<file path="src/rtl/maxpool_2_if.sv">
// Handshake and RAM-port bundle between the pooling stage and its surroundings.
// The slave side is the pooling engine; the master side is the RAMs and the sequencer.
interface maxpool_2_if #(
    parameter int DATA_W     = 32,
    parameter int IN_ADDR_W  = 14,
    parameter int OUT_ADDR_W = 14
);
    logic                         start;
    logic signed [DATA_W-1:0]     in_data;
    logic        [IN_ADDR_W-1:0]  in_addr;
    logic        [OUT_ADDR_W-1:0] out_addr;
    logic signed [DATA_W-1:0]     out_data;
    logic                         out_wren;
    logic                         busy;
    logic                         ready;

    modport slave (
        input  start, in_data,
        output in_addr, out_addr, out_data, out_wren, busy, ready
    );

    modport master (
        output start, in_data,
        input  in_addr, out_addr, out_data, out_wren, busy, ready
    );
endinterface

</file>
<file path="src/rtl/maxpool_2.sv">
// 2x2 stride-2 max-pool over CHANNELS feature maps of IN_DIM x IN_DIM signed samples.
// Each tap address is held for RD_LAT+1 cycles so the RAM data is sampled once it is valid.
module maxpool_2 #(
    parameter int CHANNELS   = 10,
    parameter int IN_DIM     = 10,
    parameter int DATA_W     = 32,
    parameter int IN_ADDR_W  = 14,
    parameter int OUT_ADDR_W = 14,
    parameter int RD_LAT     = 2
) (
    input  logic       Clk,
    input  logic       Reset,
    maxpool_2_if.slave bus
);
    localparam int OUT_DIM = IN_DIM / 2;
    localparam int CH_W    = (CHANNELS > 1) ? $clog2(CHANNELS) : 1;
    localparam int POS_W   = (OUT_DIM > 1) ? $clog2(OUT_DIM) : 1;

    // state   | meaning
    // S_IDLE  | waiting for start
    // S_FETCH | holding a tap address, sampling it at wait count RD_LAT
    // S_WRITE | writing the finished window max
    // S_DONE  | one-cycle ready pulse, then back to idle
    typedef enum logic [1:0] {S_IDLE, S_FETCH, S_WRITE, S_DONE} state_t;

    state_t                   r_state;
    state_t                   w_next;
    logic [CH_W-1:0]          r_ch;
    logic [POS_W-1:0]         r_orow;
    logic [POS_W-1:0]         r_ocol;
    logic [1:0]               r_tap;
    logic [2:0]               r_wait;
    logic signed [DATA_W-1:0] r_max;

    logic                     w_sample;
    logic                     w_last_ocol;
    logic                     w_last_orow;
    logic                     w_last_ch;
    logic                     w_wren;
    logic                     w_busy;
    logic                     w_ready;
    logic [IN_ADDR_W-1:0]     w_in_row;
    logic [IN_ADDR_W-1:0]     w_in_col;

    assign w_sample    = (r_state == S_FETCH) && (r_wait == 3'(RD_LAT));
    assign w_last_ocol = (r_ocol == POS_W'(OUT_DIM - 1));
    assign w_last_orow = (r_orow == POS_W'(OUT_DIM - 1));
    assign w_last_ch   = (r_ch == CH_W'(CHANNELS - 1));

    assign w_in_row = IN_ADDR_W'({r_orow, 1'b0}) + IN_ADDR_W'(r_tap[1]);
    assign w_in_col = IN_ADDR_W'({r_ocol, 1'b0}) + IN_ADDR_W'(r_tap[0]);

    assign bus.in_addr  = IN_ADDR_W'(r_ch) * IN_ADDR_W'(IN_DIM * IN_DIM)
                        + w_in_row * IN_ADDR_W'(IN_DIM) + w_in_col;
    assign bus.out_addr = OUT_ADDR_W'(r_ch) * OUT_ADDR_W'(OUT_DIM * OUT_DIM)
                        + OUT_ADDR_W'(r_orow) * OUT_ADDR_W'(OUT_DIM) + OUT_ADDR_W'(r_ocol);
    assign bus.out_data = r_max;
    assign bus.out_wren = w_wren && !Reset;
    assign bus.busy     = w_busy;
    assign bus.ready    = w_ready;

    always_ff @(posedge Clk) begin
        if (Reset) r_state <= S_IDLE;
        else       r_state <= w_next;
    end

    always_comb begin
        w_next  = r_state;
        w_wren  = 1'b0;
        w_busy  = 1'b1;
        w_ready = 1'b0;
        case (r_state)
            S_IDLE: begin
                w_busy = 1'b0;
                if (bus.start) w_next = S_FETCH;
            end
            S_FETCH: begin
                if (w_sample && (r_tap == 2'd3)) w_next = S_WRITE;
            end
            S_WRITE: begin
                w_wren = 1'b1;
                w_next = (w_last_ch && w_last_orow && w_last_ocol) ? S_DONE : S_FETCH;
            end
            S_DONE: begin
                w_ready = 1'b1;
                w_next  = S_IDLE;
            end
            default: w_next = S_IDLE;
        endcase
    end

    always_ff @(posedge Clk) begin
        if (Reset) begin
            r_ch   <= '0;
            r_orow <= '0;
            r_ocol <= '0;
            r_tap  <= '0;
            r_wait <= '0;
            r_max  <= '0;
        end else begin
            case (r_state)
                S_IDLE: begin
                    if (bus.start) begin
                        r_ch   <= '0;
                        r_orow <= '0;
                        r_ocol <= '0;
                        r_tap  <= '0;
                        r_wait <= '0;
                    end
                end
                S_FETCH: begin
                    if (w_sample) begin
                        // Tap 0 seeds the window; strict compare keeps the earlier value on ties.
                        if ((r_tap == 2'd0) || (bus.in_data > r_max)) r_max <= bus.in_data;
                        r_wait <= '0;
                        r_tap  <= r_tap + 2'd1;
                    end else begin
                        r_wait <= r_wait + 3'd1;
                    end
                end
                S_WRITE: begin
                    if (w_last_ocol) begin
                        r_ocol <= '0;
                        if (w_last_orow) begin
                            r_orow <= '0;
                            r_ch   <= w_last_ch ? '0 : r_ch + CH_W'(1);
                        end else begin
                            r_orow <= r_orow + POS_W'(1);
                        end
                    end else begin
                        r_ocol <= r_ocol + POS_W'(1);
                    end
                end
                S_DONE: begin
                    r_ch   <= '0;
                    r_orow <= '0;
                    r_ocol <= '0;
                    r_tap  <= '0;
                    r_wait <= '0;
                end
                default: ;
            endcase
        end
    end
endmodule
</file>
<file path="src/flat_wrapper.sv">
// flat-port wrapper written by rule: the top's interface ports become plain ports
module maxpool_2_flat 
#(
    parameter int CHANNELS   = 10,
    parameter int IN_DIM     = 10,
    parameter int DATA_W     = 32,
    parameter int IN_ADDR_W  = 14,
    parameter int OUT_ADDR_W = 14,
    parameter int RD_LAT     = 2
)
  (Clk, Reset, bus_start, bus_in_data, bus_in_addr, bus_out_addr, bus_out_data, bus_out_wren, bus_busy, bus_ready);
  maxpool_2_if #(.DATA_W(DATA_W), .IN_ADDR_W(IN_ADDR_W), .OUT_ADDR_W(OUT_ADDR_W)) bus_i ();
  input  logic Clk;
  input  logic Reset;
  input wire logic [$bits(bus_i.start)-1:0] bus_start;
  input wire logic [$bits(bus_i.in_data)-1:0] bus_in_data;
  output wire logic [$bits(bus_i.in_addr)-1:0] bus_in_addr;
  output wire logic [$bits(bus_i.out_addr)-1:0] bus_out_addr;
  output wire logic [$bits(bus_i.out_data)-1:0] bus_out_data;
  output wire logic [$bits(bus_i.out_wren)-1:0] bus_out_wren;
  output wire logic [$bits(bus_i.busy)-1:0] bus_busy;
  output wire logic [$bits(bus_i.ready)-1:0] bus_ready;
  assign bus_i.start = bus_start;
  assign bus_i.in_data = bus_in_data;
  assign bus_in_addr = bus_i.in_addr;
  assign bus_out_addr = bus_i.out_addr;
  assign bus_out_data = bus_i.out_data;
  assign bus_out_wren = bus_i.out_wren;
  assign bus_busy = bus_i.busy;
  assign bus_ready = bus_i.ready;
  maxpool_2 #(.CHANNELS(CHANNELS), .IN_DIM(IN_DIM), .DATA_W(DATA_W), .IN_ADDR_W(IN_ADDR_W), .OUT_ADDR_W(OUT_ADDR_W), .RD_LAT(RD_LAT)) u_core (.Clk(Clk), .Reset(Reset), .bus(bus_i));
endmodule
</file>
<file path="config.mk">
export PLATFORM = sky130hd
export DESIGN_NAME = maxpool_2_flat
export DESIGN_NICKNAME = d
export VERILOG_FILES = /design/src/rtl/maxpool_2_if.sv /design/src/rtl/maxpool_2.sv /design/src/flat_wrapper.sv
export SDC_FILE = /design/constraint.sdc
export NUM_CORES = 1
export LEC_CHECK = 0
export BUFFER_PORTS_ARGS = -buffer_cell sky130_fd_sc_hd__clkbuf_2
export CAP_MARGIN = 25
export CORE_ASPECT_RATIO = 1.1
export CORE_UTILIZATION = 60
export DETAILED_ROUTE_END_ITERATION = 6
export PLACE_DENSITY = 0.95
export RECOVER_POWER = 25
export REMOVE_ABC_BUFFERS = 1
export SYNTH_ARGS = -nofsm -noshare
export SYNTH_HDL_FRONTEND = slang
export SYNTH_SLANG_ARGS = --single-unit
</file>
<file path="constraint.sdc">
create_clock -name Clk -period 6.07 [get_ports Clk]
set_clock_uncertainty 0.15 [all_clocks]
set_input_delay 0.9105 -clock Clk [delete_from_list [all_inputs] [get_ports Clk]]
set_output_delay 0.9105 -clock Clk [all_outputs]
set_load 0.005 [all_outputs]
</file>
## Word level (Yosys, flattened, before mapping)

Cells that the tools add are included.

- Output and inout bits: 63
- Input port bits: 35
- Bits in registers: 49
- Logic and storage cells: 77

- Mux-type cells: 23
- Multipliers: 4
- Add/subtract/negate cells: 11
- Eq/ne operators: 13
- Reduce and logical (&&, ||, !) cells: 18
- $lt $le $gt $ge: 1

Operator list:

| cell | count |
|---|---|
| $gt 32x32->1 | 1 |
| $pmux 3 s3 | 3 |
| $mul 4x5->9 const B | 2 |
| $mux 4 | 4 |
| $mux 3 | 5 |
| $add 11x14->14 | 1 |
| $add 14x14->14 | 1 |
| $add 14x3->14 | 1 |
| $mul 14x3->13 const B | 1 |
| $pmux 4 s3 | 1 |
| $add 4x1->5 | 2 |
| $add 9x6->10 | 1 |
| $mux 2 | 5 |
| $add 3x1->3 const B | 3 |
| $reduce_and 3->1 | 3 |
| $pmux 2 s4 | 1 |
| $eq 2x2->1 const B | 3 |
| $eq 3x3->1 const B | 2 |
| $mul 3x3->6 const B | 1 |
| $ne 2x1->1 const B | 3 |
| $pmux 2 s3 | 1 |
| $reduce_and 2->1 | 3 |
| $reduce_bool 3->1 | 2 |
| $logic_and 1x1->1 | 5 |
| 11 further kinds | 15 |

## Logic depth before layout (Yosys ltp)

- Depth in word-level cells: 5
- Mapped depth: 15
- Gate-level depth less buffers: 15

## Worst setup path before layout

No wires, ideal clock.

- Path type: register to output
- From: reg u_core.r_orow[0]
- To: out bus_out_addr[9]
- Data arrival time: 3.416 ns
- Cell stages (with the launch flop): 15
- Required time: 5.009 ns
- Path buffers: 0
- Setup slack: 1.594 ns
- Cell sequence: dfxtp_1 ha_1 fa_1 ha_1 inv_1 fa_1 inv_1 ha_1 and4b_1 o21a_1 nor2_1 xnor2_1 nand3_1 nor3_1 xor2_1

- Longest elaborated chain between the ends: 3

Ends and longest elaborated chain:

| element | RTL line | RTL |
|---|---|---|
| start: declaration | maxpool_2.sv:29 | `logic [POS_W-1:0] r_orow;` |
| start signal: assignment | maxpool_2.sv:128 | `r_orow <= r_orow + POS_W'(1);` |
| $mul 3x3->6 | maxpool_2.sv:56 | `+ OUT_ADDR_W'(r_orow) * OUT_ADDR_W'(OUT_DIM) + OUT_ADDR_W'(r_ocol);` |
| $add 9x6->10 | maxpool_2.sv:56 |  |
| $add 14x3->14 | maxpool_2.sv:56 |  |
| end: declaration | flat_wrapper.sv:18 | `output wire logic [$bits(bus_i.out_addr)-1:0] bus_out_addr;` |

No other way between the ends.

## Worst setup path in the final report

- From: reg u_core.r_orow[2]
- To: out bus_out_addr[9]

Same word-level chain as after synthesis.

==> results.yml <==
worst_setup_path:
  crit_arrival_ns: 4.14
  startpoint_type: "flip-flop"
  crit_type: "flip-flop to output port"
  reg2reg_depth: 11
  cp-end-kind: "output port"
  cp_max_fo: 8
  worstPathRequired_ns: 5.01
drt:
  dr.first_iter.drc_count: 158
  drt.antenna.violating_nets: 0
  vias_per_cell: 5.445
  remaining_drc_errors: 2
  wire_per_inst_um: 13.61
  routed_wl_mm: 9.539
  dr.pass1.iters: 6
  vias: 3817
run:
  drv_cap: 1
global_route:
  grt_max_degree: 78
  grt_usage_pct: 24.21
  grt_pass1_wl_mm: 15.77
  antenna_found_initial: 0
  grt_pass1_vias: 3859
  grt-ovfl-total: 0
floorplan:
  io-pin-count: 98
  rows: 33
  fp.dieW_um: 85.35
  core-area_um2: 7432
  start_util_pct: 61.68
  die_height_um: 93.68
  dieArea_um2: 7995
power:
  p_switching_w: 0.0001825
  seqPwrFrac_pct: 51.7
  p_int_w: 0.0004690
  switching_share_pct: 28.01
  pwr-share-clk_pct: 27.9
  leakage_nw: 2.738
  power_w: 0.0006515
  pwr-share-comb_pct: 20.4
  p_per_area_nw_per_um2: 127.5
  ir_worst_vdd_mv: 0.08676
finish:
  fin_nets: 745
  final_cells: 701
  utilization_pct: 68.74
  area_growth_pct: 11.44
  n_antenna_cell: 0
  drive_gt1_share_pct: 16.29
  fin_area_um2: 5109
clock_network:
  clk_pin_slew_worst_paths_ns: 0.09
  post_cts_buffers: 0
  insertion_delay_ns: 0.30
  cts_tree: "done"
  ctsHoldBuffers: 0
  clock_sinks: 49
  cts_buffer_depth: 2
  post_cts_resized: 0
  cts-root-buf: "clkbuf_8"
  htreeDepth: 2
  cts-buffers-inserted: 5
logic_synthesis:
  mappedNetlistArea_um2: 4584
  synth_largest_area_cell: "ha_1"
  syn_inst: 528
  ys_async_sr_fraction_pct: 0
  ys_seq_elements: 49
  synth_edf_count: 0
  yosys-top-cells-area: "ha_1, dfxtp_1, nand2b_1"
  ys_types: 45
  synth_flop_cell: "dfxtp_1"
  synth_area_per_cell_um2: 8.683
  netlist.area_leader.share_pct: 23.47
  yosys_warnings: 0
  seq_area_frac_synth_pct: 21.40
sta:
  worstMarginPinSlew_ns: 2.354
  final_hold_viol_count: 0
  setup_viol: 0
  max_freq_mhz: 192.4
  rsz0062_at_grt: "no"
  period_share_pct: 85.61
  finalCriticalPeriod_ns: 5.197
  final-max-slew-violation-count: 78
  tns_ns: 0
  relSlewSlack_pct: -56.96
placement:
  placed_cell_area_um2: 5045
  placed_cells_incl_taps: 695
  gp_congestion: 0.8791
  dp_hpwl_mm: 7.735
  port_buffers: 92
min_path:
  holdPathStages: 2
  hold_path.class: "flip-flop to flip-flop"
status:
  violations: "design-rule violations, max-capacitance violations, max-slew violations"
  status: "finished, violations left"
kinds of logic (layout without fill, tap and decap cells):
kind of cell | count (synthesis) | count (layout) | synth area share [%]
AO/OA/AOI/OAI | 77 | 77 | 10.51
XOR/XNOR | 29 | 29 | 5.704
adder cells (fa/ha/maj) | 95 | 95 | 27.40
buffers and inverters | 87 | 169 | 8.679
flip-flops | 49 | 49 | 21.40
multiplexers | 32 | 32 | 6.987
other | 1 | 5 | 0.08180
AND/OR/NAND/NOR | 158 | 158 | 19.24
power by group through the flow:
stage | clock [W] | sequential (W) | combinational (W)
after CTS | 0.000187 | 0.000337 | 0.000133
after floorplan | 0 | 0.000343 | 0.0000841
after global placement | 0 | 0.000344 | 0.000125
after global routing | 0.000199 | 0.000338 | 0.000149
after detailed placement | 0 | 0.000344 | 0.000132
final | 0.000181 | 0.000337 | 0.000133
flip-flops by register name, indices dropped and copies added, names as in the netlist:
register             count
u_core.bus.out_data     32
u_core.r_ch              4
u_core.r_ocol            3
u_core.r_orow            3
u_core.r_state           2
u_core.r_tap             2
u_core.r_wait            3
layout make-up:
| type | instances | area (um2) |
|---|---|---|
| Clock buffer | 5 | 68.82 |
| Clock inverter | 1 | 5.005 |
| Fill cell | 589 | 2323 |
| Inverter | 69 | 259.0 |
| Multi-Input combinational cell | 396 | 3221 |
| Sequential cell | 49 | 980.9 |
| Tap cell | 87 | 108.9 |
| Timing Repair Buffer | 94 | 465.4 |
synth_stat cells (5+ instances only):
cell      count
a21o_1        8
a21oi_1      32
buf_4         6
clkbuf_1      9
dfxtp_1      49
fa_1          9
ha_1         86
inv_1        69
mux2i_1      32
nand2_1      27
nand2b_1     68
nand3_1       8
nand4_1       5
nor2_1       25
nor2b_1       7
nor3_1        6
o21ai_0      13
xnor2_1      17
xor2_1       11
worst max-delay path: stages, from the launching register on:
cell and delay [ns]:
dfxtp_1 0.51, ha_1 0.30, fa_1 0.45, ha_1 0.29, inv_1 0.06, fa_1 0.43, inv_1 0.06, ha_1 0.27
and4b_1 0.23, o21a_1 0.18, o21ai_0 0.15, nand2b_1 0.07, a21oi_1 0.19, xor2_1 0.27, nor3_1 0.10, xor2_1 0.15
clkbuf_2 0.13
layout by cell type (no fill, tap or decap), drive strengths merged, types with 2 or more instances in the layout:
master and instances:
dfxtp 49, nor2 25, xnor2 18, nand2b 68, inv 69, fa 9, ha 86, a211oi 4
nand4 6, a31oi 2, o31ai 2, o211ai 3, o21ai 15, nand2 27, conb 5, o21a 2
a22oi 2, nor3 6, mux2i 32, and3 2, xor2 11, a21oi 33, nand3 8, and4 2
nor2b 7, clkbuf 98, nor4 3, a21o 8
stage by stage:
step                hold slack (ns)  setup slack (ns)
floorplan                    0.3297             1.594
global placement             0.3238             1.404
detailed placement           0.3370             1.235
CTS                          0.3494            0.8883
global route                 0.3704            0.6161
finish                       0.3491            0.8733
final timing paths:
kind / start / endpoint / slack [ns]
min: u_core.bus.out_data[17] / u_core.bus.out_data[17] / 0.35
min reg2reg: u_core.bus.out_data[17] / u_core.bus.out_data[17] / 0.35
max: u_core.r_orow[2] / bus_out_addr[9] / 0.87
max reg2reg: u_core.bus.out_data[10] / u_core.bus.out_data[16] / 3.08
per-layer routing:
layer	GRT usage, %	routed length (um)	vias up
li1	-	-	1932
met1	25.44	3998	1758
met2	48.66	4958	108
met3	3.603	406	19
met4	7.917	176	0
met5	0	0	-
(Power assumes the default switching activity.)
